$ cat config.mk
export PLATFORM = sky130hd
export DESIGN_NAME = data_read_controller_multi
export DESIGN_NICKNAME = d
export VERILOG_FILES = /design/src/rtl/data_read_controller_multi.sv
export SDC_FILE = /design/constraint.sdc
export NUM_CORES = 1
export LEC_CHECK = 0
export CAP_MARGIN = 10
export CORE_ASPECT_RATIO = 1.25
export CORE_UTILIZATION = 62
export DETAILED_ROUTE_END_ITERATION = 10
export DONT_BUFFER_PORTS = 1
export GPL_ROUTABILITY_DRIVEN = 0
export PLACE_DENSITY = 0.89
export SYNTH_ARGS = -nofsm -noshare
export SYNTH_HDL_FRONTEND = slang
export SYNTH_SLANG_ARGS = --single-unit
$ cat constraint.sdc
create_clock -name clk -period 3.3 [get_ports clk]
set_input_delay 0.66 -clock clk [delete_from_list [all_inputs] [get_ports clk]]
set_output_delay 0.66 -clock clk [all_outputs]
set_load 0.05 [all_outputs]
$ cat src/rtl/data_read_controller_multi.sv
// rtl/data_read_controller_multi.sv - FIFO-to-scratchpad read controller with length, base address, wrap and abort
module data_read_controller_multi #(
   parameter int DATA_W     = 16,
   parameter int SPAD_DEPTH = 12,
   parameter int ADDR_W     = 4,
   parameter int LEN_W      = 5
) (
   input  logic              clk,
   input  logic              rst_n,
   input  logic              start_read,
   input  logic [LEN_W-1:0]  len,
   input  logic [ADDR_W-1:0] base_addr,
   input  logic              abort,
   input  logic              valid,
   input  logic [DATA_W-1:0] fifo_data,
   input  logic              done,
   output logic              ren,
   output logic              wen,
   output logic [ADDR_W-1:0] waddr,
   output logic [DATA_W-1:0] wdata,
   output logic              read_buf,
   output logic              finish_read,
   output logic              busy,
   output logic [LEN_W-1:0]  words_written
);

   typedef enum logic [2:0] {
      IDLE   = 3'd0,
      WAIT_V = 3'd1,
      LATCH  = 3'd2,
      WRITE  = 3'd3,
      POP    = 3'd4,
      FINISH = 3'd5
   } state_t;

   localparam logic [ADDR_W-1:0] LAST_ADDR = ADDR_W'(SPAD_DEPTH - 1);

   state_t            state;
   logic [LEN_W-1:0]  len_r;
   logic [LEN_W-1:0]  cnt;
   logic [LEN_W-1:0]  cnt_inc;
   logic [ADDR_W-1:0] addr_r;
   logic [DATA_W-1:0] data_r;

   assign cnt_inc       = cnt + LEN_W'(1);
   assign waddr         = addr_r;
   assign wdata         = data_r;
   assign words_written = cnt;

   // FSM: state, datapath registers and Moore outputs registered from the state being entered
   always_ff @(posedge clk) begin
      if (!rst_n) begin
         state       <= IDLE;
         len_r       <= '0;
         cnt         <= '0;
         addr_r      <= '0;
         data_r      <= '0;
         ren         <= 1'b0;
         wen         <= 1'b0;
         read_buf    <= 1'b0;
         finish_read <= 1'b0;
         busy        <= 1'b0;
      end else begin
         ren         <= 1'b0;
         wen         <= 1'b0;
         read_buf    <= 1'b0;
         finish_read <= 1'b0;
         busy        <= 1'b1;
         case (state)
            IDLE: begin
               if (start_read) begin
                  len_r  <= len;
                  addr_r <= base_addr;
                  cnt    <= '0;
                  if (len == '0) begin
                     state       <= FINISH;
                     finish_read <= 1'b1;
                  end else begin
                     state <= WAIT_V;
                  end
               end else begin
                  busy <= 1'b0;
               end
            end
            WAIT_V: begin
               if (abort) begin
                  state <= IDLE;
                  busy  <= 1'b0;
               end else if (valid) begin
                  state    <= LATCH;
                  read_buf <= 1'b1;
               end
            end
            LATCH: begin
               data_r <= fifo_data;
               if (abort) begin
                  state <= IDLE;
                  busy  <= 1'b0;
               end else begin
                  state <= WRITE;
                  wen   <= 1'b1;
               end
            end
            WRITE: begin
               if (abort) begin
                  state <= IDLE;
                  busy  <= 1'b0;
               end else begin
                  state <= POP;
                  ren   <= 1'b1;
               end
            end
            POP: begin
               // The pop has already happened this cycle, so the word is counted even on abort
               cnt    <= cnt_inc;
               addr_r <= (addr_r == LAST_ADDR) ? '0 : addr_r + ADDR_W'(1);
               if (abort) begin
                  state <= IDLE;
                  busy  <= 1'b0;
               end else if (cnt_inc == len_r) begin
                  state       <= FINISH;
                  finish_read <= 1'b1;
               end else begin
                  state <= WAIT_V;
               end
            end
            FINISH: begin
               if (done) begin
                  state <= IDLE;
                  busy  <= 1'b0;
               end else begin
                  finish_read <= 1'b1;
               end
            end
            default: begin
               state <= IDLE;
               busy  <= 1'b0;
            end
         endcase
      end
   end

endmodule

==> results_dict.tcl <==
set metrics [dict create \
    cts.hold.buffers_added 0 \
    drtIter0Drc 31 \
    avgSynthCellArea_sq_um 8.18 \
    syn_to_final_growth_pct 5.90 \
    track_usage_pct 25.4 \
    critPathKind "flip-flop to flip-flop" \
    initial_utilization_pct 67.0 \
    cts-resized-gates 0 \
    hold_viol 0 \
    io_buffers 0 \
    grt.overflow.total 0 \
    fp.dieH_um 60.1 \
    post-route-min-period_ns 2.28 \
    cts_setup_buffers 0 \
    hold_class "input port to flip-flop" \
    rrSetupSlack_ns 1.02 \
    place_hpwl_um 2580 \
    max_slew_margin_pct 34.9 \
    drv_slew 0 \
    clock_skew_ns 0.0114 \
    design.die.area_sq_um 2920 \
    max_cap_violations 0 \
    cts_max_level 2 \
    setup_tns_ns 0 \
    syn_nets 238 \
    clkSlewWorstSetupHoldPaths_ns 0.12 \
    clock.fmax_mhz 438 \
    ys_types 41 \
    grt_pass1_wl_um 5530 \
    cts_sinks 38 \
    clockRootBuffer "clkbuf_4" \
    ys_seq_area_share_pct 45.4 \
    vdd_drop_max_mv 0.393 \
    ys_ff_latch 38 \
    status "completed" \
    grt_max_degree 33 \
    core-area_sq_um 2500 \
    fillers 216 \
    setup_violations 0 \
    netlist_instances 205 \
    wl_per_cell_um 14.6 \
    power.leakage_nw 0.622 \
    clock_path_buffers 2 \
    drtAntennaViolNets 0 \
    final_layout_size_suffix_gt1_share_pct 6.86 \
    grt_pass1_vias 1326 \
    row_count 20 \
    vias 1416 \
    design_area_sq_um 1780 \
    cts_buffers 5 \
    dr.pass1.iters 4 \
    worstPathRequired_ns 3.55 \
    cts_tree "done" \
    final_nets 236 \
    antenna_cells 0 \
    rsz0062_at_grt "no" \
    place_area_sq_um 1690 \
    yosysWarnings 0 \
    wirelength_um 3470 \
    path_max_fanout 6 \
    post-route-period-util_pct 69.2 \
    end_kind "flip-flop" \
    crit_arrival_ns 2.53 \
    io_pins 61 \
    power_density_nw_per_um2 510 \
    grt_antenna_before_repair 0 \
    route.detailed.drc 0 \
    synth_area_sq_um 1680 \
    die_width_um 48.5 \
    viasPerCell 5.97 \
    worst_pin_slew_ns 0.973 \
    critPathLaunchType "flip-flop" \
    clk_latency_ns 0.35 \
]
[path summary, 6_finish.rpt]
kind | to | start | cells after the start
setup / recovery | finish_read | words_written[1] | 5
hold / removal | read_buf | valid | 2
setup reg to reg | finish_read | words_written[1] | 5
hold reg to reg | len_r[1] | len_r[1] | 2
[per-stage QoR]
step / setup slack, ns / utilization, % / power [W] / std cells / hold slack (ns)
final: 1.02 / 71.0 / 0.000906 / 237 / 0.411
after detailed placement: 1.04 / 67.7 / 0.000601 / 229 / 0.526
after global placement: 1.13 / 67.7 / 0.000596 / 229 / 0.511
after CTS: 1.00 / 71.0 / 0.000910 / 237 / 0.404
after floorplan: 1.15 / - / 0.000587 / 205 / 0.481
after global routing: 0.814 / 71.0 / 0.000938 / 237 / 0.392
[power by group]
group,internal (W),total (W),switching (W)
Combinational,0.0000296,0.0000664,0.0000369
Sequential,0.000474,0.000523,0.0000492
Clock,0.000159,0.000317,0.000158
Total,0.000662,0.000906,0.000244
[flip-flops by register name (all words and copies together) (netlist names)]
name / count
words_written: 5
state: 3
wdata: 16
busy: 1
len_r: 5
finish_read: 1
read_buf: 1
wen: 1
waddr: 4
ren: 1
[worst max-delay path, cell delays in order, from the launching register on]
cell and delay (ns):
dfxtp_1 0.70, ha_1 0.37, or4bb_1 0.50, o2111ai_1 0.10, a41oi_1 0.18, a2111oi_2 0.33
[synthesized netlist by cell type]
master     instances  area, sq um
nand2_1           40          150
dfxtp_1           38          761
a21oi_1           26          130
nor2_1            22         82.6
clkbuf_1           9         33.8
mux2i_1            7         70.1
o21ai_0            7         35.0
nand2b_1           6         37.5
nor3_1             4         20.0
xnor2_1            4         35.0
nand3_1            3         15.0
or3_1              3         18.8
a211oi_1           2         15.0
and2_1             2         12.5
ha_1               2         25.0
inv_1              2         7.51
nand3b_1           2         15.0
nor2b_1            2         12.5
xor2_1             2         17.5
a2111oi_2          1         15.0
a21o_1             1         7.51
a221oi_1           1         8.76
a22oi_1            1         7.51
a31oi_1            1         6.26
a41oi_1            1         8.76
and3_1             1         6.26
buf_2              1         5.00
buf_4              1         7.51
nor3b_1            1         7.51
nor4_2             1         12.5
nor4b_1            1         8.76
o2111ai_1          1         8.76
o21a_1             1         7.51
o21bai_1           1         7.51
o221ai_1           1         8.76
o22ai_1            1         6.26
o31a_1             1         8.76
or2_2              1         6.26
or3b_1             1         8.76
or4_1              1         7.51
or4bb_1            1         11.3
[logic make-up after synthesis]
kind of cell	share of synthesized area, %
compound gates	16.8
fa+ha+maj	1.49
simple gates	25.8
flops	45.4
buf+inv	3.21
xor+xnor	3.13
mux	4.18
[cells in the final DEF (no fill, tap or decap), drive strengths merged, types with 2 or more instances in the layout]
cell,instances
clkinvlp,2
o21ai,7
or3,3
and2,2
a21oi,26
clkbuf,5
buf,2
a211oi,2
nand3b,2
ha,2
nand2b,6
xnor2,4
mux2i,7
nor2,22
xor2,2
nor2b,2
nand2,40
nand3,3
nor3,4
dfxtp,38
inv,2
[layer usage]
layer | wire length (um) | global-route usage (%) | part of all wire, % | vias to the layer above
met1 | 1300 | 25.3 | 37 | 647
met3 | 290 | 10.2 | 8.4 | 9
li1 | - | - | - | 701
met4 | 59 | 13.0 | 1.7 | 0
met5 | 0 | 0 | 0 | -
met2 | 1820 | 46.3 | 53 | 59
[layout make-up]
class                      instances  area (sq um)  area share [%]
multi-input combinational        154           868            48.9
sequential                        38           761            42.8
clock inverter                     3          45.0            2.54
tap                               33          41.3            2.33
clock buffer                       5          37.5            2.11
timing repair buffer               2          15.0           0.846
inverter                           2          7.51           0.423
(Power assumes the default switching activity.)
